## config.mk

```make
export PLATFORM = sky130hd
export DESIGN_NAME = uart_ctrl_flat
export DESIGN_NICKNAME = d
export VERILOG_FILES = /design/src/rtl/uart_ctrl_pkg.sv /design/src/rtl/uart_ctrl_if.sv /design/src/rtl/uart_ctrl_sync_fifo.sv /design/src/rtl/uart_ctrl.sv /design/src/flat_wrapper.sv
export SDC_FILE = /design/constraint.sdc
export NUM_CORES = 1
export LEC_CHECK = 0
export ABC_AREA = 1
export CAP_MARGIN = 10
export CORE_AREA = 2 2 133 187
export DETAILED_ROUTE_END_ITERATION = 10
export DIE_AREA = 0 0 135 189
export PLACE_DENSITY = 0.75
export SYNTH_ARGS = -nofsm -noshare
export SYNTH_HDL_FRONTEND = slang
export SYNTH_HIERARCHICAL = 1
export SYNTH_SLANG_ARGS = --single-unit
```

## constraint.sdc

```tcl
create_clock -name clk -period 3.13 [get_ports clk]
set_input_delay 0.4695 -clock clk [delete_from_list [all_inputs] [get_ports clk]]
set_output_delay 0.4695 -clock clk [all_outputs]
set_load 0.1 [all_outputs]
```

## src/rtl/uart_ctrl_pkg.sv

```systemverilog
// Register map, STATUS/CTRL bit positions and the flag returned by a read of an empty RX FIFO.
package uart_ctrl_pkg;

    typedef enum logic [1:0] {
        REG_DATA   = 2'd0,
        REG_STATUS = 2'd1,
        REG_CTRL   = 2'd2,
        REG_RSVD   = 2'd3
    } reg_sel_e;

    // Byte offsets as seen on the bus
    localparam logic [3:0] OFS_DATA   = 4'h0;
    localparam logic [3:0] OFS_STATUS = 4'h4;
    localparam logic [3:0] OFS_CTRL   = 4'h8;
    localparam logic [3:0] OFS_RSVD   = 4'hC;

    // STATUS layout
    localparam int ST_RX_CNT_LSB = 0;
    localparam int ST_TX_CNT_LSB = 8;
    localparam int ST_RX_EMPTY   = 16;
    localparam int ST_TX_FULL    = 17;
    localparam int ST_TX_OVF     = 18;
    localparam int ST_RX_FULL    = 19;

    // CTRL layout
    localparam int CTRL_RX_IRQ_EN = 0;
    localparam int CTRL_TX_IRQ_EN = 1;

    localparam logic [31:0] RD_EMPTY_FLAG = 32'h8000_0000;

endpackage

```

## src/rtl/uart_ctrl_if.sv

```systemverilog
// Single-cycle request peripheral bus: one req strobe, ack exactly one cycle later.
interface uart_ctrl_if;
    logic        req;
    logic        we;
    logic [3:0]  addr;
    logic [31:0] wdata;
    logic [31:0] rdata;
    logic        ack;

    modport master (output req, we, addr, wdata, input rdata, ack);
    modport slave  (input req, we, addr, wdata, output rdata, ack);
endinterface

```

## src/rtl/uart_ctrl_sync_fifo.sv

```systemverilog
// Synchronous show-ahead FIFO; full/empty/count come from registered state only,
// so a push into a full FIFO is refused even when a pop happens in the same cycle.
module sync_fifo #(
    parameter int WIDTH = 8,
    parameter int DEPTH = 16
) (
    input  logic                     clk,
    input  logic                     rst_n,
    input  logic                     push_i,
    input  logic [WIDTH-1:0]         din_i,
    input  logic                     pop_i,
    output logic [WIDTH-1:0]         dout_o,
    output logic                     full_o,
    output logic                     empty_o,
    output logic [$clog2(DEPTH):0]   count_o
);
    localparam int AW = $clog2(DEPTH);
    localparam int CW = AW + 1;

    logic [WIDTH-1:0] mem_q [DEPTH];
    logic [AW-1:0]    wptr_q, rptr_q;
    logic [CW-1:0]    count_q, count_d;
    logic             push_ok, pop_ok;

    assign full_o  = (count_q == CW'(DEPTH));
    assign empty_o = (count_q == '0);
    assign count_o = count_q;
    assign push_ok = push_i && !full_o;
    assign pop_ok  = pop_i && !empty_o;
    // Head forced to 0 when empty so the output is defined straight out of reset
    assign dout_o  = empty_o ? '0 : mem_q[rptr_q];

    // Occupancy: simultaneous push and pop leaves it unchanged
    always_comb begin
        count_d = count_q;
        if (push_ok && !pop_ok)      count_d = count_q + 1'b1;
        else if (pop_ok && !push_ok) count_d = count_q - 1'b1;
    end

    // Pointers and occupancy
    always_ff @(posedge clk or negedge rst_n) begin
        if (!rst_n) begin
            wptr_q  <= '0;
            rptr_q  <= '0;
            count_q <= '0;
        end else begin
            if (push_ok) wptr_q <= wptr_q + 1'b1;
            if (pop_ok)  rptr_q <= rptr_q + 1'b1;
            count_q <= count_d;
        end
    end

    // Storage; contents are meaningless after reset since pointers restart
    always_ff @(posedge clk) begin
        if (push_ok) mem_q[wptr_q] <= din_i;
    end

endmodule

```

## src/rtl/uart_ctrl.sv

```systemverilog
// Bus-side UART controller: TX/RX FIFOs behind DATA/STATUS/CTRL registers.
// Optional interrupt output and CTRL register: define UART_CTRL_IRQ_EN.
module uart_ctrl
    import uart_ctrl_pkg::*;
#(
    parameter int DATA_BITS  = 8,
    parameter int FIFO_DEPTH = 16
) (
    input  logic                 clk,
    input  logic                 rst,
    uart_ctrl_if.slave           bus,
    output logic [DATA_BITS-1:0] tx_data,
    output logic                 tx_valid,
    input  logic                 tx_ready,
    input  logic [DATA_BITS-1:0] rx_data,
    input  logic                 rx_valid,
    output logic                 rx_ready
`ifdef UART_CTRL_IRQ_EN
   ,output logic                 irq
`endif
);
    localparam int CW = $clog2(FIFO_DEPTH) + 1;

    reg_sel_e             sel;
    logic                 rd, wr;
    logic                 tx_push, tx_full, tx_empty;
    logic                 rx_pop, rx_full, rx_empty;
    logic [CW-1:0]        tx_count, rx_count;
    logic [7:0]           tx_cnt8, rx_cnt8;
    logic [DATA_BITS-1:0] rx_head;

    logic        ack_q, ack_d;
    logic [31:0] rdata_q, rdata_d;
    logic        ovf_q, ovf_d;
    logic [31:0] ctrl_rd;

    logic unused_bus_bits;
    assign unused_bus_bits = ^{bus.addr[1:0], bus.wdata};

    assign sel = reg_sel_e'(bus.addr[3:2]);
    assign rd  = bus.req && !bus.we;
    assign wr  = bus.req && bus.we;

    assign tx_push  = wr && (sel == REG_DATA);
    assign rx_pop   = rd && (sel == REG_DATA);
    assign tx_valid = !tx_empty;
    assign rx_ready = !rx_full;

    sync_fifo #(.WIDTH(DATA_BITS), .DEPTH(FIFO_DEPTH)) u_tx_fifo (
        .clk     (clk),
        .rst_n   (rst),
        .push_i  (tx_push),
        .din_i   (bus.wdata[DATA_BITS-1:0]),
        .pop_i   (tx_ready),
        .dout_o  (tx_data),
        .full_o  (tx_full),
        .empty_o (tx_empty),
        .count_o (tx_count)
    );

    sync_fifo #(.WIDTH(DATA_BITS), .DEPTH(FIFO_DEPTH)) u_rx_fifo (
        .clk     (clk),
        .rst_n   (rst),
        .push_i  (rx_valid),
        .din_i   (rx_data),
        .pop_i   (rx_pop),
        .dout_o  (rx_head),
        .full_o  (rx_full),
        .empty_o (rx_empty),
        .count_o (rx_count)
    );

    // Zero-extend the FIFO occupancies into the 8-bit STATUS fields
    always_comb begin
        tx_cnt8 = '0;
        rx_cnt8 = '0;
        tx_cnt8[CW-1:0] = tx_count;
        rx_cnt8[CW-1:0] = rx_count;
    end

`ifdef UART_CTRL_IRQ_EN
    logic [1:0] ctrl_q, ctrl_d;
    logic       irq_q, irq_d;

    // CTRL holds the two interrupt enables
    always_comb begin
        ctrl_d = ctrl_q;
        if (wr && (sel == REG_CTRL))
            ctrl_d = {bus.wdata[CTRL_TX_IRQ_EN], bus.wdata[CTRL_RX_IRQ_EN]};
        irq_d = (ctrl_q[CTRL_RX_IRQ_EN] && !rx_empty) ||
                (ctrl_q[CTRL_TX_IRQ_EN] && tx_empty);
        ctrl_rd = '0;
        ctrl_rd[CTRL_RX_IRQ_EN] = ctrl_q[CTRL_RX_IRQ_EN];
        ctrl_rd[CTRL_TX_IRQ_EN] = ctrl_q[CTRL_TX_IRQ_EN];
    end

    // Interrupt enables and registered interrupt line
    always_ff @(posedge clk or negedge rst) begin
        if (!rst) begin
            ctrl_q <= '0;
            irq_q  <= 1'b0;
        end else begin
            ctrl_q <= ctrl_d;
            irq_q  <= irq_d;
        end
    end

    assign irq = irq_q;
`else
    assign ctrl_rd = '0;
`endif

    // Sticky overflow: set on a refused DATA write, cleared by writing 1 to its STATUS bit
    always_comb begin
        ovf_d = ovf_q;
        if (tx_push && tx_full) ovf_d = 1'b1;
        else if (wr && (sel == REG_STATUS) && bus.wdata[ST_TX_OVF]) ovf_d = 1'b0;
    end

    // Read data mux; only reads return data, writes and idle cycles give 0
    always_comb begin
        rdata_d = '0;
        ack_d   = bus.req;
        if (rd) begin
            case (sel)
                REG_DATA: begin
                    if (rx_empty) rdata_d = RD_EMPTY_FLAG;
                    else          rdata_d[DATA_BITS-1:0] = rx_head;
                end
                REG_STATUS: begin
                    rdata_d[ST_RX_CNT_LSB +: 8] = rx_cnt8;
                    rdata_d[ST_TX_CNT_LSB +: 8] = tx_cnt8;
                    rdata_d[ST_RX_EMPTY]        = rx_empty;
                    rdata_d[ST_TX_FULL]         = tx_full;
                    rdata_d[ST_TX_OVF]          = ovf_q;
                    rdata_d[ST_RX_FULL]         = rx_full;
                end
                REG_CTRL: rdata_d = ctrl_rd;
                default:  rdata_d = '0;
            endcase
        end
    end

    // Bus response and overflow flag registers
    always_ff @(posedge clk or negedge rst) begin
        if (!rst) begin
            ack_q   <= 1'b0;
            rdata_q <= '0;
            ovf_q   <= 1'b0;
        end else begin
            ack_q   <= ack_d;
            rdata_q <= rdata_d;
            ovf_q   <= ovf_d;
        end
    end

    assign bus.ack   = ack_q;
    assign bus.rdata = rdata_q;

endmodule

```

## src/flat_wrapper.sv

```systemverilog
// flat-port wrapper written by rule: the top's interface ports become plain ports
module uart_ctrl_flat import uart_ctrl_pkg::*;
#(
    parameter int DATA_BITS  = 8,
    parameter int FIFO_DEPTH = 16
)
  (clk, rst, tx_data, tx_valid, tx_ready, rx_data, rx_valid, rx_ready, bus_req, bus_we, bus_addr, bus_wdata, bus_rdata, bus_ack);
  uart_ctrl_if bus_i ();
  input  logic clk;
  input  logic rst;
  output logic [DATA_BITS-1:0] tx_data;
  output logic tx_valid;
  input  logic tx_ready;
  input  logic [DATA_BITS-1:0] rx_data;
  input  logic rx_valid;
  output logic rx_ready;
  input wire logic [$bits(bus_i.req)-1:0] bus_req;
  input wire logic [$bits(bus_i.we)-1:0] bus_we;
  input wire logic [$bits(bus_i.addr)-1:0] bus_addr;
  input wire logic [$bits(bus_i.wdata)-1:0] bus_wdata;
  output wire logic [$bits(bus_i.rdata)-1:0] bus_rdata;
  output wire logic [$bits(bus_i.ack)-1:0] bus_ack;
  assign bus_i.req = bus_req;
  assign bus_i.we = bus_we;
  assign bus_i.addr = bus_addr;
  assign bus_i.wdata = bus_wdata;
  assign bus_rdata = bus_i.rdata;
  assign bus_ack = bus_i.ack;
  uart_ctrl #(.DATA_BITS(DATA_BITS), .FIFO_DEPTH(FIFO_DEPTH)) u_core (.clk(clk), .rst(rst), .bus(bus_i), .tx_data(tx_data), .tx_valid(tx_valid), .tx_ready(tx_ready), .rx_data(rx_data), .rx_valid(rx_valid), .rx_ready(rx_ready));
endmodule
```

==> out/metrics.yaml <==
die_x_um: 135
synth_warnings: 6
die_area_um2: 25500
r2r_cells: 14
gr-total-overflow: 0
hpwl_um: 17700
critPathLaunch: "u_core/u_tx_fifo/rptr_q[2]$_DFFE_PN0P_"
endpoint: "tx_data[2]"
timing.final.crit_share: 0.942
cts_buffers: 28
rrSetupSlack_ns: 0.66
route.vias.total: 8544
maxSlewHeadroom: 0.459
drv_cap: 0
dr.pass1.iters: 5
ys_ff_latch: 302
power_mw: 14.2
dp.cells: 1515
globalplace.congestion: 0.824
coreArea_um2: 23800
synth_top_area_share: 0.592
ctsResizeCount: 0
grt_pass1_wl_um: 43100
synth-seq-area-share: 0.681
ios: 93
drive_above_1_share: 0.110
finalHoldViolCount: 0
reg2reg_from: "u_core/u_rx_fifo/count_o[0]$_DFFE_PN0P_"
slowest_delay_ns: 0.64
antenna_cells: 0
vias_per_cell: 5.45
cts_hold_buf: 1
combPwrFrac: 0.396
synthTopCellsByArea: "edfxtp_1 59%, nand2_1 12%, dfrtp_1 8.9%"
cpMaxStageDelayCell: "dfrtp_1"
tightest_slew_ns: 0.808
fin_util: 0.618
hold_ws_ns: 0.439
grt_util_all_layers: 0.217
routed_wl_um: 27600
drtIter0Drc: 682
cp_max_fo: 18
area_growth_pct: 13.4
timing.critical_path.mode_cell: "nand2_1"
final_common_cell: "nand2_1"
drcViolationCount: 0
worst_setup_path_start_kind: "register"
finalMaxSlewViolations: 0
irDropWorstVdd_mv: 1.27
fin_worst_skew_ns: 0.0113
cp-end-kind: "output port"
fin_cells: 1568
postCtsSetupBuffers: 0
setup_viol: 0
rows: 67
rsz0062_at_grt: "false"
path_cells: "inv_2 > nand3_1 > nand2_1 > nand2_1 > a21oi_1 > buf_12"
pwr-share-clk: 0.245
layout_common_cells: "404 x nand2_1, 256 x edfxtp_1, 214 x nand3_1, 52 x buf_4, 51 x nor2_1"
synthesis.area_um2: 13000
fin_setup_tns_ns: 0
grt_start_max_net_pins: 67
p_int_mw: 8.53
insertion_delay_ns: 0.54
power_density_nw_per_um2: 966
power_switching_mw: 5.70
initial_core_util: 0.546
clk_path_buf_depth: 3
r2r-end: "u_core/u_rx_fifo/count_o[4]$_DFFE_PN0P_"
switching_share: 0.400
syn_avg_cell_area_um2: 11.0
required_ns: 2.66
fin_crit_ns: 2.95
die_h_um: 189
grt_antenna_before_repair: 0
cellLeakagePower_nw: 5.74
synth_area_leader_cell: "edfxtp_1"
critPathArrivalTime_ns: 2.48
ys_types: 26
cts_tree: "yes"
fmax_mhz: 339
fin_nets: 1306
whs_path_depth: 1
hp-class: "in2reg"
cts-root-buf: "clkbuf_16"
cts_max_level: 1
seqPwrFrac: 0.359
routedWlPerCell_um: 17.6
ant_nets: 0
grt_pass1_vias: 8500
port-buffer-count: 53
cts.clk_slew.worst_paths_ns: 0.06
clock-sinks: 302
outcome: "finished, final reports clean"
syn_inst: 1177
path_class: "reg2out"
## area by class of cell
type / count / area, µm²
flip-flops and latches: 302 / 8840
repair buffers: 86 / 816
clock inverters: 20 / 216
clock buffers: 32 / 737
inverters: 44 / 165
multi-input cells: 774 / 3560
well taps: 310 / 388
fillers: 1817 / 9080
## routing by layer
layer,GRT usage,part of all wire,vias up
li1,-,-,4085
met1,0.244,0.37,4117
met2,0.402,0.53,261
met3,0.0238,0.046,81
met4,0.111,0.051,0
met5,0,0,-
## worst max-delay path, delay by kind of cell (launching register included)
family,cells,cell delay [ns]
buffers and inverters,2,0.64
AOI/OAI and AO/OA,1,0.26
DFF,1,0.64
and+or+nand+nor,3,0.38
## power by group through the flow
stage | sequential (mW) | combinational (mW) | clock, mW
after detailed placement | 5.18 | 5.59 | 0
after CTS | 5.10 | 5.62 | 3.55
after global placement | 5.17 | 5.46 | 0
final | 5.11 | 5.63 | 3.49
after global routing | 5.15 | 6.12 | 3.70
after floorplan | 5.10 | 4.17 | 0
## registers in the layout, summed over array words and instances (netlist names)
name and count:
u_core/u_tx_fifo/wptr_q 4, u_core/u_rx_fifo/mem_q 128, u_core/u_tx_fifo/mem_q 128, u_core/u_rx_fifo/wptr_q 4, u_core/bus.ack 1, u_core/u_rx_fifo/count_o 5, u_core/ovf_q 1, u_core/u_tx_fifo/rptr_q 4
u_core/u_tx_fifo/count_o 5, u_core/u_rx_fifo/rptr_q 4, u_core/bus.rdata 18
## worst min-delay path by stage
stage,start,endpoint,slack [ns]
detailed placement,u_core/ovf_q$_DFFE_PN0P_,u_core/ovf_q$_DFFE_PN0P_,0.47
finish,bus_req,u_core/bus.ack$_DFF_PN0_,0.44
floorplan,rst,u_core/bus.ack$_DFF_PN0_,0.17
global route,bus_req,u_core/bus.ack$_DFF_PN0_,0.41
CTS,bus_req,u_core/bus.ack$_DFF_PN0_,0.42
global placement,u_core/ovf_q$_DFFE_PN0P_,u_core/ovf_q$_DFFE_PN0P_,0.46
## cell families (layout without fill, tap and decap cells)
family,Yosys count,in the layout,synth area share
and+or+nand+nor,691,691,0.226
xor gates and xnor gates,18,18,0.0121
other,1,14,0.000289
adders and majority gates,20,20,0.0204
DFF,302,302,0.681
buffers and inverters,114,182,0.0490
AOI/OAI and AO/OA,31,31,0.0119
## Yosys cell counts
| cell | number |
|---|---|
| nand2_1 | 404 |
| edfxtp_1 | 256 |
| nand3_1 | 214 |
| nor2_1 | 51 |
| dfrtp_1 | 46 |
| buf_4 | 32 |
| inv_1 | 25 |
| buf_2 | 23 |
| a21oi_1 | 22 |
| ha_1 | 18 |
| inv_2 | 18 |
| xor2_1 | 16 |
| buf_6 | 8 |
| nor3_1 | 8 |
| nand2_2 | 6 |
| o21ai_0 | 5 |
| clkbuf_1 | 4 |
| nor2_4 | 4 |
| o21ai_1 | 4 |
| buf_1 | 3 |
| nor2_2 | 3 |
| fa_1 | 2 |
| xnor2_1 | 2 |
| clkinv_1 | 1 |
| conb_1 | 1 |
| nor3_2 | 1 |
## metrics by stage
stage	area (µm²)	setup WS, ns
after floorplan	13000	0.165
after global placement	13800	0.365
after detailed placement	13800	0.265
after CTS	14700	0.195
after global routing	14700	0.0979
final	14700	0.180
(Power assumes the default switching activity.)
